$ cat config.mk
export PLATFORM = sky130hd
export DESIGN_NAME = fifo_lifo_param
export DESIGN_NICKNAME = d
export VERILOG_FILES = /design/src/rtl/fifo_lifo_pkg.sv /design/src/rtl/buf_mem_2p.sv /design/src/rtl/fifo_lifo_param.sv
export SDC_FILE = /design/constraint.sdc
export NUM_CORES = 1
export LEC_CHECK = 0
export ABC_AREA = 1
export BUFFER_PORTS_ARGS = -buffer_cell sky130_fd_sc_hd__buf_4
export CAP_MARGIN = 20
export CORE_UTILIZATION = 30
export DETAILED_ROUTE_END_ITERATION = 10
export PLACE_DENSITY = 0.45
export SLEW_MARGIN = 5
export SYNTH_ARGS = -nofsm -noshare
export SYNTH_HDL_FRONTEND = slang
export SYNTH_HIERARCHICAL = 1
export SYNTH_SLANG_ARGS = --single-unit
$ cat constraint.sdc
create_clock -name Clk -period 3.21 [get_ports Clk]
set_input_delay 0.642 -clock Clk [delete_from_list [all_inputs] [get_ports Clk]]
set_output_delay 0.642 -clock Clk [all_outputs]
set_load 0.005 [all_outputs]
$ cat src/rtl/fifo_lifo_pkg.sv
// fifo_lifo_pkg: mode encodings and count-width helper shared by the buffer files
package fifo_lifo_pkg;
  localparam logic MODE_FIFO = 1'b0;
  localparam logic MODE_LIFO = 1'b1;
  function automatic int cnt_w(input int depth);
    return $clog2(depth + 1);
  endfunction
endpackage

$ cat src/rtl/buf_mem_2p.sv
// buf_mem_2p: WIDTH x DEPTH register array, one write port, one registered read port
module buf_mem_2p #(
  parameter int WIDTH = 32,
  parameter int DEPTH = 8,
  localparam int AW = $clog2(DEPTH)
) (
  input  logic             clk_i,
  input  logic             rst_i,
  input  logic             we_i,
  input  logic [AW-1:0]    waddr_i,
  input  logic [WIDTH-1:0] wdata_i,
  input  logic             re_i,
  input  logic [AW-1:0]    raddr_i,
  output logic [WIDTH-1:0] rdata_o
);
  logic [WIDTH-1:0] mem_q [DEPTH];
  logic [WIDTH-1:0] rdata_q;
  // storage array is never reset; its contents are meaningless until written
  always_ff @(posedge clk_i)
    if (we_i) mem_q[waddr_i] <= wdata_i;
  // read register samples the pre-write word, so a same-address write+read returns the old value
  always_ff @(posedge clk_i or posedge rst_i)
    if (rst_i) rdata_q <= '0;
    else if (re_i) rdata_q <= mem_q[raddr_i];
  assign rdata_o = rdata_q;
endmodule

$ cat src/rtl/fifo_lifo_param.sv
// fifo_lifo_param: run-time selectable FIFO/LIFO buffer with occupancy flags and sticky errors
module fifo_lifo_param import fifo_lifo_pkg::*; #(
  parameter int WIDTH = 32,
  parameter int DEPTH = 8,
  parameter int AF_LEVEL = DEPTH - 1,
  parameter int AE_LEVEL = 1,
  localparam int CW = cnt_w(DEPTH)
) (
  input  logic             Clk,
  input  logic             Rst,
  input  logic             Mode,
  input  logic [WIDTH-1:0] Datain,
  input  logic             Wren,
  input  logic             Rden,
  output logic [WIDTH-1:0] Dataout,
  output logic             Valid,
  output logic             Full,
  output logic             Empty,
  output logic             Almost_full,
  output logic             Almost_empty,
  output logic             Overflow,
  output logic             Underflow,
  output logic [CW-1:0]    Count,
  output logic             Cur_mode
);
  localparam int AW = $clog2(DEPTH);
  logic [CW-1:0] count_q, count_d;
  logic [AW-1:0] wptr_q, wptr_d, rptr_q, rptr_d, waddr, raddr, top;
  logic cur_mode_q, cur_mode_d, valid_q, ovf_q, ovf_d, udf_q, udf_d;
  logic full, empty, lifo, wr_acc, rd_acc;
  // accept decisions, addressing and next state; the stack pointer is the count itself
  always_comb begin
    full = count_q == CW'(DEPTH);
    empty = count_q == '0;
    lifo = cur_mode_q == MODE_LIFO;
    wr_acc = Wren && (!full || (Rden && lifo));
    rd_acc = Rden && !empty;
    top = AW'(count_q - CW'(1));
    waddr = lifo ? (rd_acc ? top : AW'(count_q)) : wptr_q;
    raddr = lifo ? top : rptr_q;
    wptr_d = (wr_acc && !lifo) ? (wptr_q == AW'(DEPTH - 1) ? '0 : wptr_q + AW'(1)) : wptr_q;
    rptr_d = (rd_acc && !lifo) ? (rptr_q == AW'(DEPTH - 1) ? '0 : rptr_q + AW'(1)) : rptr_q;
    count_d = count_q + CW'(wr_acc) - CW'(rd_acc);
    cur_mode_d = (empty && !Wren) ? Mode : cur_mode_q;
    ovf_d = ovf_q || (Wren && !wr_acc);
    udf_d = udf_q || (Rden && empty);
  end
  // control state; reset discards all held data at once
  always_ff @(posedge Clk or posedge Rst)
    if (Rst) begin
      count_q <= '0;
      wptr_q <= '0;
      rptr_q <= '0;
      cur_mode_q <= MODE_FIFO;
      valid_q <= 1'b0;
      ovf_q <= 1'b0;
      udf_q <= 1'b0;
    end else begin
      count_q <= count_d;
      wptr_q <= wptr_d;
      rptr_q <= rptr_d;
      cur_mode_q <= cur_mode_d;
      valid_q <= rd_acc;
      ovf_q <= ovf_d;
      udf_q <= udf_d;
    end
  buf_mem_2p #(.WIDTH(WIDTH), .DEPTH(DEPTH)) u_mem (
    .clk_i(Clk),
    .rst_i(Rst),
    .we_i(wr_acc),
    .waddr_i(waddr),
    .wdata_i(Datain),
    .re_i(rd_acc),
    .raddr_i(raddr),
    .rdata_o(Dataout)
  );
  assign Valid = valid_q;
  assign Full = full;
  assign Empty = empty;
  assign Almost_full = int'(count_q) >= AF_LEVEL;
  assign Almost_empty = int'(count_q) <= AE_LEVEL;
  assign Overflow = ovf_q;
  assign Underflow = udf_q;
  assign Count = count_q;
  assign Cur_mode = cur_mode_q;
endmodule

==> results of run 1 <==
## stage by stage
step	setup WS, ps	cells
detailed placement	590	1838
CTS	564	1901
floorplan	92.5	1253
global route	375	1901
global placement	611	1838
finish	625	1901
## worst register-to-register path, cell delays in order, from the launching register on
cell     delay, ps
dfrtp_1        410
inv_1          190
ha_1           320
nand2_2        120
nand2_2        140
o21ai_0         90
nand2_1         90
nand2_1        230
nor2_4         390
buf_12         270
## state kept, by name (all words and copies together) (netlist names)
signal,cells
u_mem/rdata_o,32
Cur_mode,1
wptr_q,3
Underflow,1
rptr_q,3
Overflow,1
Valid,1
Count,4
u_mem/mem_q,256
## cell usage after synthesis
master / number / area (µm²)
fa_1: 1 / 20.0
o21bai_1: 2 / 15.0
nand3b_1: 1 / 7.51
ha_1: 15 / 188
o22ai_1: 1 / 6.26
inv_2: 3 / 11.3
buf_1: 5 / 18.8
o21ai_1: 1 / 5.00
o21ai_0: 2 / 10.0
nand3_2: 1 / 10.0
clkinv_2: 1 / 5.00
a21oi_1: 2 / 10.0
nor2_4: 1 / 11.3
nand2_2: 2 / 12.5
buf_6: 1 / 11.3
buf_2: 32 / 160
xnor2_1: 1 / 8.76
dfrtp_1: 46 / 1150
a22o_1: 1 / 8.76
a21oi_2: 1 / 8.76
nand3_1: 199 / 996
nand2_4: 1 / 11.3
clkbuf_1: 13 / 48.8
edfxtp_1: 256 / 7690
o21a_1: 1 / 7.51
nand4_1: 3 / 18.8
nand2_1: 427 / 1600
inv_1: 216 / 811
nor2_1: 11 / 41.3
buf_4: 6 / 45.0
## logic make-up after synthesis
family	synth area share, %
flip-flops	68.3
adder cells (fa/ha/maj)	1.60
buffers and inverters	8.58
AO/OA/AOI/OAI	0.551
AND/OR/NAND/NOR	20.9
XOR/XNOR	0.0677
## cell type report
type	count	area (µm²)	share of cell area [%]
clock buffer	50	985	6.39
clock inverter	13	113	0.730
inverter	220	828	5.37
multi-input combinational	674	3100	20.1
sequential	302	8840	57.3
tap	539	674	4.37
timing repair buffer	103	886	5.74
## routing by layer
| metal | track usage (%) | wire [µm] |
|---|---|---|
| met4 | 3.88 | 546 |
| met5 | 0 | 13 |
| met2 | 24.3 | 14900 |
| met1 | 20.3 | 15000 |
| met3 | 2.57 | 1300 |
## report_power, final
part	internal, W	leakage, nW	switching [W]
Combinational	0.00223	3.38	0.00457
Sequential	0.00535	2.88	0.000344
Clock	0.00230	0.537	0.00154
## worst max-delay path by stage
stage | end | startpoint | cells past startpoint
after global routing | u_mem/mem_q[4][24] | Count[2] | 10
after global placement | u_mem/mem_q[4][24] | Count[2] | 10
after detailed placement | u_mem/mem_q[3][26] | Count[2] | 9
after floorplan | u_mem/mem_q[2][0] | Count[1] | 10
final | u_mem/mem_q[3][26] | Count[2] | 9
after CTS | u_mem/mem_q[3][26] | Count[2] | 9
==> flow_summary.json, run 1 <==
{
  "cts.reportedPaths.clkPinSlew_ps": 60,
  "netlist_area_um2": 12900,
  "timing.reg2reg.worst_path_depth": 9,
  "rr_startpoint": "Count[2]",
  "outcome": "finished, final reports clean",
  "hold_path.class": "in -> async",
  "fp-row-count": 75,
  "cts-htree-levels": 2,
  "period_share_pct": 80.5,
  "design_power_total_w": 0.0163,
  "postCtsSetupBuffers": 0,
  "insertedDiodeCount": 0,
  "finalInstanceArea_um2": 15400,
  "yosys_register_bits": 302,
  "max_slew_margin_pct": 35.9,
  "clk_root_buffer_cell": "clkbuf_16",
  "post_drt_wl_per_cell_um": 16.7,
  "power_leakage_nw": 6.80,
  "cells_along_the_critical_path": "inv_1, ha_1, nand2_2, nand2_2, o21ai_0, nand2_1, nand2_1, nor2_4, buf_12",
  "timing.final.hold_violations": 0,
  "drt_wl_total_mm": 31.8,
  "area_growth_syn_to_layout_pct": 19.1,
  "critPathSlowestCell": "dfrtp_1",
  "hold_buffers": 0,
  "buffer_ports.inserted": 80,
  "critPathMaxStageDelay_ps": 410,
  "drv.max_cap_violation_count": 0,
  "timing_worst_slew_pin_value_ps": 961,
  "ys_types": 30,
  "grtUsageTotal_pct": 14.8,
  "clock_latency_on_the_worst_skew_pair_ps": 510,
  "detail_route.first_pass.iterations": 4,
  "num_io_pins": 81,
  "cellPowerDensity_nw_per_um2": 1060,
  "layout.cells.most_common": "nand2_1",
  "dr_total_vias": 8360,
  "worst-path-buf-inv": 2,
  "detail-route-antenna-nets": 0,
  "core_area_um2": 42200,
  "tritoncts_num_sinks": 302,
  "timing_max_transition_violations_final": 0,
  "ys_seq_area_share_pct": 68.3,
  "synthesis.instances": 1253,
  "number_of_global_route_vias_before_repair": 8399,
  "ir_drop_v": 0.000583,
  "grt-ovfl-total": 0,
  "setup_tns_after_final_layout_ps": 0,
  "fin_skew_ps": 12.2,
  "synthesis.area_per_instance_um2": 10.3,
  "routability_cong": 0.752,
  "grt_max_degree": 103,
  "timing.critical_path.arrival_ps": 2780,
  "area_after_detailed_placement_um2": 14300,
  "worst-setup-path-type": "reg -> reg",
  "timing.critical_path.max_delay_family": "simple AND/OR/NAND/NOR gates",
  "clk_path_buf_depth": 3,
  "die_w_um": 210,
  "worst-endpoint-required_ps": 3410,
  "cp-start-kind": "flip-flop",
  "setup_repair_after_global_routing_missed_its_margin": "no",
  "start_util_pct": 30.7,
  "via_per_inst": 4.40,
  "finalCriticalPeriod_ps": 2580,
  "antenna_found_initial": 1,
  "die_h_um": 210,
  "cts_repair_resize_count": 0,
  "whs_ps": 207,
  "timing.rr.end": "u_mem/mem_q[3][26]",
  "remaining_drc_errors": 0,
  "cts_tree": "yes",
  "setup_violations": 0,
  "fmax_mhz": 387,
  "number_of_violations_reported_at_the_end_of_detailed_routing_iteration_0": 459,
  "yosys_warnings": 6,
  "die_area_um2": 44000,
  "end_kind": "flip-flop",
  "fillers": 4227,
  "worstPathMaxFanout": 25,
  "cts_buffers": 35,
  "most-common-layout-cells": "427 x nand2_1, 256 x edfxtp_1, 214 x inv_1, 199 x nand3_1, 94 x buf_4",
  "syn_nets": 1306,
  "finish.utilization_pct": 36.5,
  "final_layout_size_suffix_gt1_share_pct": 12.6,
  "num-nets-final": 1389,
  "grt_pass1_wl_mm": 49.7,
  "reg2reg_setup_slack_ps": 630,
  "dpl.hpwl_mm": 18.1
}
Power figures use the tool's default switching activity.
==> run 2: changes to the inputs <==
==> constraint.sdc (replaced) <==
create_clock -name Clk -period 2.35 [get_ports Clk]
set_input_delay 0.47 -clock Clk [delete_from_list [all_inputs] [get_ports Clk]]
set_output_delay 0.47 -clock Clk [all_outputs]
set_load 0.005 [all_outputs]
==> run 2 against run 1 <==
- via count increased by 0.84%
- sequential power rose by 36%
- largest cell class unchanged
- clock power up 32%
- count of clock-buffer cells in the layout decreased by 4
- wire length increased by 1.6%
- power grew 39%
- global-route usage down 0.075 points
- flip-flop and latch count unchanged
- utilization increased by 0.52 points
==> flow_summary.json, run 2 (synthesis gave the netlist of run 1 again) <==
{
  "cts-htree-levels": 2,
  "insertedDiodeCount": 0,
  "dr_total_vias": 8430,
  "grt-ovfl-total": 0,
  "register_area_um2": 8840,
  "area_growth_syn_to_layout_pct": 20.8,
  "max_slew_margin_pct": 62.4,
  "period_share_pct": 92.3,
  "start_util_pct": 30.7,
  "whs_path_depth": 1,
  "cp-start-kind": "flip-flop",
  "grtUsageTotal_pct": 14.8,
  "worstPathMaxFanout": 6,
  "detail_route.first_pass.iterations": 4,
  "final_layout_size_suffix_gt1_share_pct": 13.9,
  "detailedPlace.worstSlack_ps": 56.8,
  "area_after_detailed_placement_um2": 14500,
  "timing.final.hold_violations": 0,
  "layout.cells.most_common": "nand2_1",
  "worst-setup-path-type": "reg -> reg",
  "num_io_pins": 81,
  "hold_crit_start": "Datain[13]",
  "power.net_switching_w": 0.00894,
  "multi_input_combinational_cell_area_um2": 3130,
  "detail-route-antenna-nets": 0,
  "setup_violations": 0,
  "die_area_um2": 44000,
  "fillers": 4139,
  "cts.reportedPaths.clkPinSlew_ps": 60,
  "post_drt_wl_per_cell_um": 16.8,
  "fmax_mhz": 461,
  "drv.max_cap_violation_count": 0,
  "top_register": "u_mem/mem_q",
  "clock_latency_on_the_worst_skew_pair_ps": 520,
  "p_sw_share_pct": 39.5,
  "largest_register_ffs": 256,
  "cts_buffers": 36,
  "finalCriticalPeriod_ps": 2170,
  "remaining_drc_errors": 0,
  "power.sequential.fraction_pct": 34.1,
  "num-nets-final": 1408,
  "finalWorstSetupSlack_ps": 181,
  "rr_startpoint": "Count[1]",
  "timing.critical_path.arrival_ps": 2580,
  "number_of_global_route_vias_before_repair": 8294,
  "grt_pass1_wl_mm": 49.4,
  "tritoncts_num_sinks": 302,
  "timing_worst_slew_pin_value_ps": 563,
  "postCtsSetupBuffers": 0,
  "dpl.hpwl_mm": 18.6,
  "fp-row-count": 75,
  "timing.reg2reg.worst_path_depth": 12,
  "power_leakage_nw": 6.89,
  "outcome": "finished, final reports clean",
  "power.share.clock_pct": 22.2,
  "buffer_ports.inserted": 80,
  "grt_max_degree": 67,
  "die_h_um": 210,
  "cellPowerDensity_nw_per_um2": 1450,
  "ir_drop_v": 0.000974,
  "cts_tree": "yes",
  "routability_cong": 0.747,
  "end_kind": "flip-flop",
  "reg2reg_setup_slack_ps": 180,
  "min_to": "u_mem/mem_q[2][13]",
  "core_area_um2": 42200,
  "worst-endpoint-required_ps": 2760,
  "clk_root_buffer_cell": "clkbuf_16",
  "fin_skew_ps": 7.62,
  "hold_path.class": "in -> reg",
  "antenna_found_initial": 2,
  "via_per_inst": 4.40,
  "setup_tns_after_final_layout_ps": 0,
  "internal_power_w": 0.0137,
  "share_comb_of_total_power_pct": 43.7,
  "timing_max_transition_violations_final": 0,
  "die_w_um": 210,
  "most-common-layout-cells": "425 x nand2_1, 256 x edfxtp_1, 212 x inv_1, 199 x nand3_1, 103 x buf_4",
  "clk_path_buf_depth": 3,
  "finalInstanceArea_um2": 15600,
  "timing.rr.end": "Count[2]",
  "drt_wl_total_mm": 32.3,
  "number_of_violations_reported_at_the_end_of_detailed_routing_iteration_0": 435
}
==> run 2: repair_timing <==
| action | in CTS | in global routing |
|---|---|---|
| hold buffers | 1 | 0 |
| setup endpoints to repair | 0 | 258 |
| hold endpoints to repair | 10 | 0 |
| gates resized for setup | 0 | 8 |
==> run 2: worst max-delay path, cell delays in order, from the launching register on <==
cell and delay, ps:
dfrtp_1 350, inv_1 80, ha_4 190, nand2_1 90
clkinv_2 80, nand2_4 90, nand2_1 80, ha_1 290
inv_1 60, ha_1 160, inv_1 60, fa_1 400
xnor2_1 140
==> run 2: final cells by class <==
type / count / share of cell area (%)
multi-input cells: 674 / 20.0
clock inverters: 15 / 0.568
well taps: 539 / 4.31
inverters: 220 / 5.30
clock buffers: 46 / 6.14
flip-flops and latches: 302 / 56.5
repair buffers: 121 / 7.19
==> run 2: through the flow <==
stage	hold WS [ps]	power (W)	instances	util, %
after floorplan	359	0.0139	1253	-
after global placement	465	0.0177	1852	34.3
after detailed placement	467	0.0177	1852	34.3
after CTS	159	0.0229	1914	36.8
after global routing	168	0.0244	1917	37.0
final	182	0.0227	1917	37.0
==> run 2: metal layers <==
metal	GRT usage, %	share of wire [%]	wire, µm
met1	20.4	47	15300
met2	23.1	45	14600
met3	3.05	5.1	1650
met4	4.83	2.3	740
met5	0	0.071	23
==> run 2: power groups by stage <==
stage,clock network [W],logic [W],registers [W]
after floorplan,0,0.00605,0.00782
after global placement,0,0.00988,0.00782
after detailed placement,0,0.00991,0.00784
after CTS,0.00519,0.00994,0.00774
after global routing,0.00539,0.0112,0.00786
final,0.00504,0.00989,0.00773
==> run 2: how the worst max path moves through the flow <==
stage	cells past startpoint	to	from	slack, ps
CTS	9	u_mem/mem_q[5][26]	Count[3]	40
detailed placement	9	u_mem/mem_q[5][23]	Count[3]	60
global route	12	Count[1]	Count[2]	-9
floorplan	9	u_mem/mem_q[4][0]	Count[1]	-290
finish	12	Count[2]	Count[1]	180
global placement	10	u_mem/mem_q[0][3]	Count[3]	100
==> run 3: changes to the inputs <==
--- a/config.mk
+++ b/config.mk
@@ -5,12 +5,12 @@
 export SDC_FILE = /design/constraint.sdc
 export NUM_CORES = 1
 export LEC_CHECK = 0
-export ABC_AREA = 1
 export BUFFER_PORTS_ARGS = -buffer_cell sky130_fd_sc_hd__buf_4
 export CAP_MARGIN = 20
 export CORE_UTILIZATION = 30
 export DETAILED_ROUTE_END_ITERATION = 10
 export PLACE_DENSITY = 0.45
+export REMOVE_ABC_BUFFERS = 1
 export SLEW_MARGIN = 5
 export SYNTH_ARGS = -nofsm -noshare
 export SYNTH_HDL_FRONTEND = slang
==> run 3 against run 2 <==
- worst hold slack worse by 130 ps
- clock power is 2% higher
- via count decreased by 22%
- design area shrank 3.5%
- non-clock buffer count up 19
- first-iteration DRC count decreased by 29%
- utilization increased by 0.77 points
==> flow_summary.json, run 3 <==
{
  "outcome": "finished, final reports clean",
  "grtUsageTotal_pct": 14.2,
  "number_of_global_route_vias_before_repair": 7077,
  "cp-start-kind": "flip-flop",
  "max_slew_margin_pct": 59.2,
  "synth.most_common_cell": "edfxtp_1",
  "layout.cells.most_common": "edfxtp_1",
  "fmax_mhz": 450,
  "critPathSlowestCell": "dfrtp_1",
  "buffer_ports.inserted": 80,
  "timing.critical_path.arrival_ps": 1750,
  "tritoncts_num_sinks": 302,
  "cts.reportedPaths.clkPinSlew_ps": 50,
  "end_kind": "output port",
  "ir_drop_v": 0.00108,
  "netlist_area_um2": 12200,
  "detail_route.first_pass.iterations": 4,
  "drv.max_cap_violation_count": 0,
  "insertedDiodeCount": 0,
  "grt-ovfl-total": 0,
  "worst-endpoint-required_ps": 1880,
  "num-nets-final": 909,
  "timing.critical_path.max_delay_family": "buffers and inverters",
  "fin_skew_ps": 20.3,
  "number_of_violations_reported_at_the_end_of_detailed_routing_iteration_0": 307,
  "worst-setup-path-type": "reg -> out",
  "top_register": "u_mem/mem_q",
  "drt_wl_total_mm": 29.1,
  "dominantRegCellSynth": "edfxtp_1",
  "grt_pass1_wl_mm": 44.2,
  "finalCriticalPeriod_ps": 2220,
  "core_area_um2": 39900,
  "dr_total_vias": 6570,
  "ys_types": 35,
  "finish.cell_count_without_fillers": 1408,
  "setup_violations": 0,
  "hold_path.class": "in -> async",
  "power_leakage_nw": 5.72,
  "cells_along_the_critical_path": "inv_1, ha_4, buf_4, nand2b_1, a22o_1, buf_4",
  "synth_enable_flop_cells": 256,
  "clk_root_buffer_cell": "clkbuf_16",
  "clock_latency_on_the_worst_skew_pair_ps": 510,
  "die_w_um": 204,
  "hold_buffers": 0,
  "ys_seq_area_share_pct": 72.3,
  "worst-path-buf-inv": 3,
  "synthesis.instances": 723,
  "finalWorstSetupSlack_ps": 128,
  "dpl.hpwl_mm": 17.6,
  "period_share_pct": 94.5,
  "remaining_drc_errors": 0,
  "post_drt_wl_per_cell_um": 20.7,
  "cellPowerDensity_nw_per_um2": 1450,
  "worstPathMaxFanout": 5,
  "grt_max_degree": 66,
  "synth.cells.most_frequent": "256 x edfxtp_1, 97 x mux2i_1, 68 x nor2b_1",
  "start_util_pct": 30.6,
  "via_per_inst": 4.67,
  "yosys_register_bits": 302,
  "yosysTopAreaCellShare_pct": 62.9,
  "timing.final.hold_violations": 0,
  "post_synth_main_area_contributors": "edfxtp_1 63%, dfrtp_1 9.4%, mux2i_1 7.9%, nor2b_1 3.5%, a41o_1 2.6%",
  "yosys_warnings": 6,
  "critPathMaxStageDelay_ps": 350,
  "routability_cong": 0.693,
  "detailedPlace.worstSlack_ps": -20.3,
  "netlist.top_cell.by_area": "edfxtp_1",
  "most-common-layout-cells": "256 x edfxtp_1, 118 x buf_4, 97 x mux2i_1, 67 x nor2b_1, 46 x dfrtp_1",
  "largest_register_ffs": 256,
  "dp.cells": 1340,
  "timing_worst_slew_pin_value_ps": 611,
  "cts_buffers": 35,
  "timing_max_transition_violations_final": 0,
  "area_growth_syn_to_layout_pct": 23.5,
  "fp-row-count": 73,
  "synthesis.area_per_instance_um2": 16.9,
  "cts_tree": "yes",
  "cts-htree-levels": 2,
  "worst_path_most_repeated_cell": "buf_4",
  "final_layout_size_suffix_gt1_share_pct": 25.7,
  "clk_path_buf_depth": 3,
  "die_h_um": 204,
  "antenna_found_initial": 0,
  "die_area_um2": 41500,
  "num_io_pins": 81,
  "detail-route-antenna-nets": 0,
  "asr_flop_ratio_synth_pct": 15.2
}
[run 3: cell count changes in the layout (fill, tap and decap cells not counted), sizes merged, moves of 69 or more]
cell   change
inv      -205
mux2i     +97
nand3    -168
nand2    -425
nor2b     +69
[run 3: logic make-up (layout without fill, tap and decap cells)]
kind of cell / count (synthesis) / after routing / share of synthesized area [%]
mux: 105 / 105 / 8.77
xor+xnor: 5 / 5 / 0.358
flops: 302 / 302 / 72.3
simple gates: 132 / 132 / 6.21
fa+ha+maj: 16 / 16 / 1.70
compound gates: 108 / 108 / 7.59
buf+inv: 55 / 215 / 3.04
[run 3: per-stage QoR]
step                      hold WS [ps]  instance area, µm²  total power (W)  util, %  setup TNS, ps
after floorplan                    359               11900           0.0116        -        -775420
after global placement             444               13900           0.0169     34.8              0
after detailed placement           447               13900           0.0169     34.8           -692
after CTS                         53.0               15000           0.0222     37.6              0
after global routing              72.8               15100           0.0232     37.8          -23.9
final                             51.9               15100           0.0219     37.8              0
[run 3: final timing paths]
check,start,endpoint,slack [ps],depth (start not counted)
setup / recovery,Count[1],Almost_empty,130,6
hold / removal,Rst,u_mem/rdata_o[5],50,2
setup reg to reg,Count[2],Count[1],130,12
hold reg to reg,Underflow,Underflow,460,1
max in group asynchronous,Rst,u_mem/rdata_o[20],1750,3
min in group Clk,Datain[27],u_mem/mem_q[6][27],200,1
[run 3: cell type report]
type / instances / area, µm²
clock buffer: 45 / 965
clock inverter: 19 / 134
fill: 3687 / 24800
inverter: 11 / 41.3
multi-input combinational: 366 / 3140
sequential: 302 / 8840
tap: 525 / 657
timing repair buffer: 140 / 1310
[run 3: routing by layer]
layer	routed length (µm)	track usage, %	share of wire (%)	up-vias
met5	0	0	0	-
met4	341	2.90	1.2	0
met3	999	2.63	3.4	31
met2	13400	22.3	46	104
met1	14300	20.4	49	3356
li1	-	-	-	3079
[run 3: where the power goes]
part           total (W)  internal, W  switching, W  leakage [nW]
registers        0.00776      0.00731      0.000448          2.87
clock network    0.00515      0.00303       0.00212         0.552
logic            0.00902      0.00403       0.00499          2.30
[run 3: what timing repair did]
item | in CTS | in global routing
setup buffers | 0 | 3
endpoints found under the setup margin | 56 | 125
pin swaps | 0 | 2
resized for setup | 2 | 8
cloned | 0 | 1
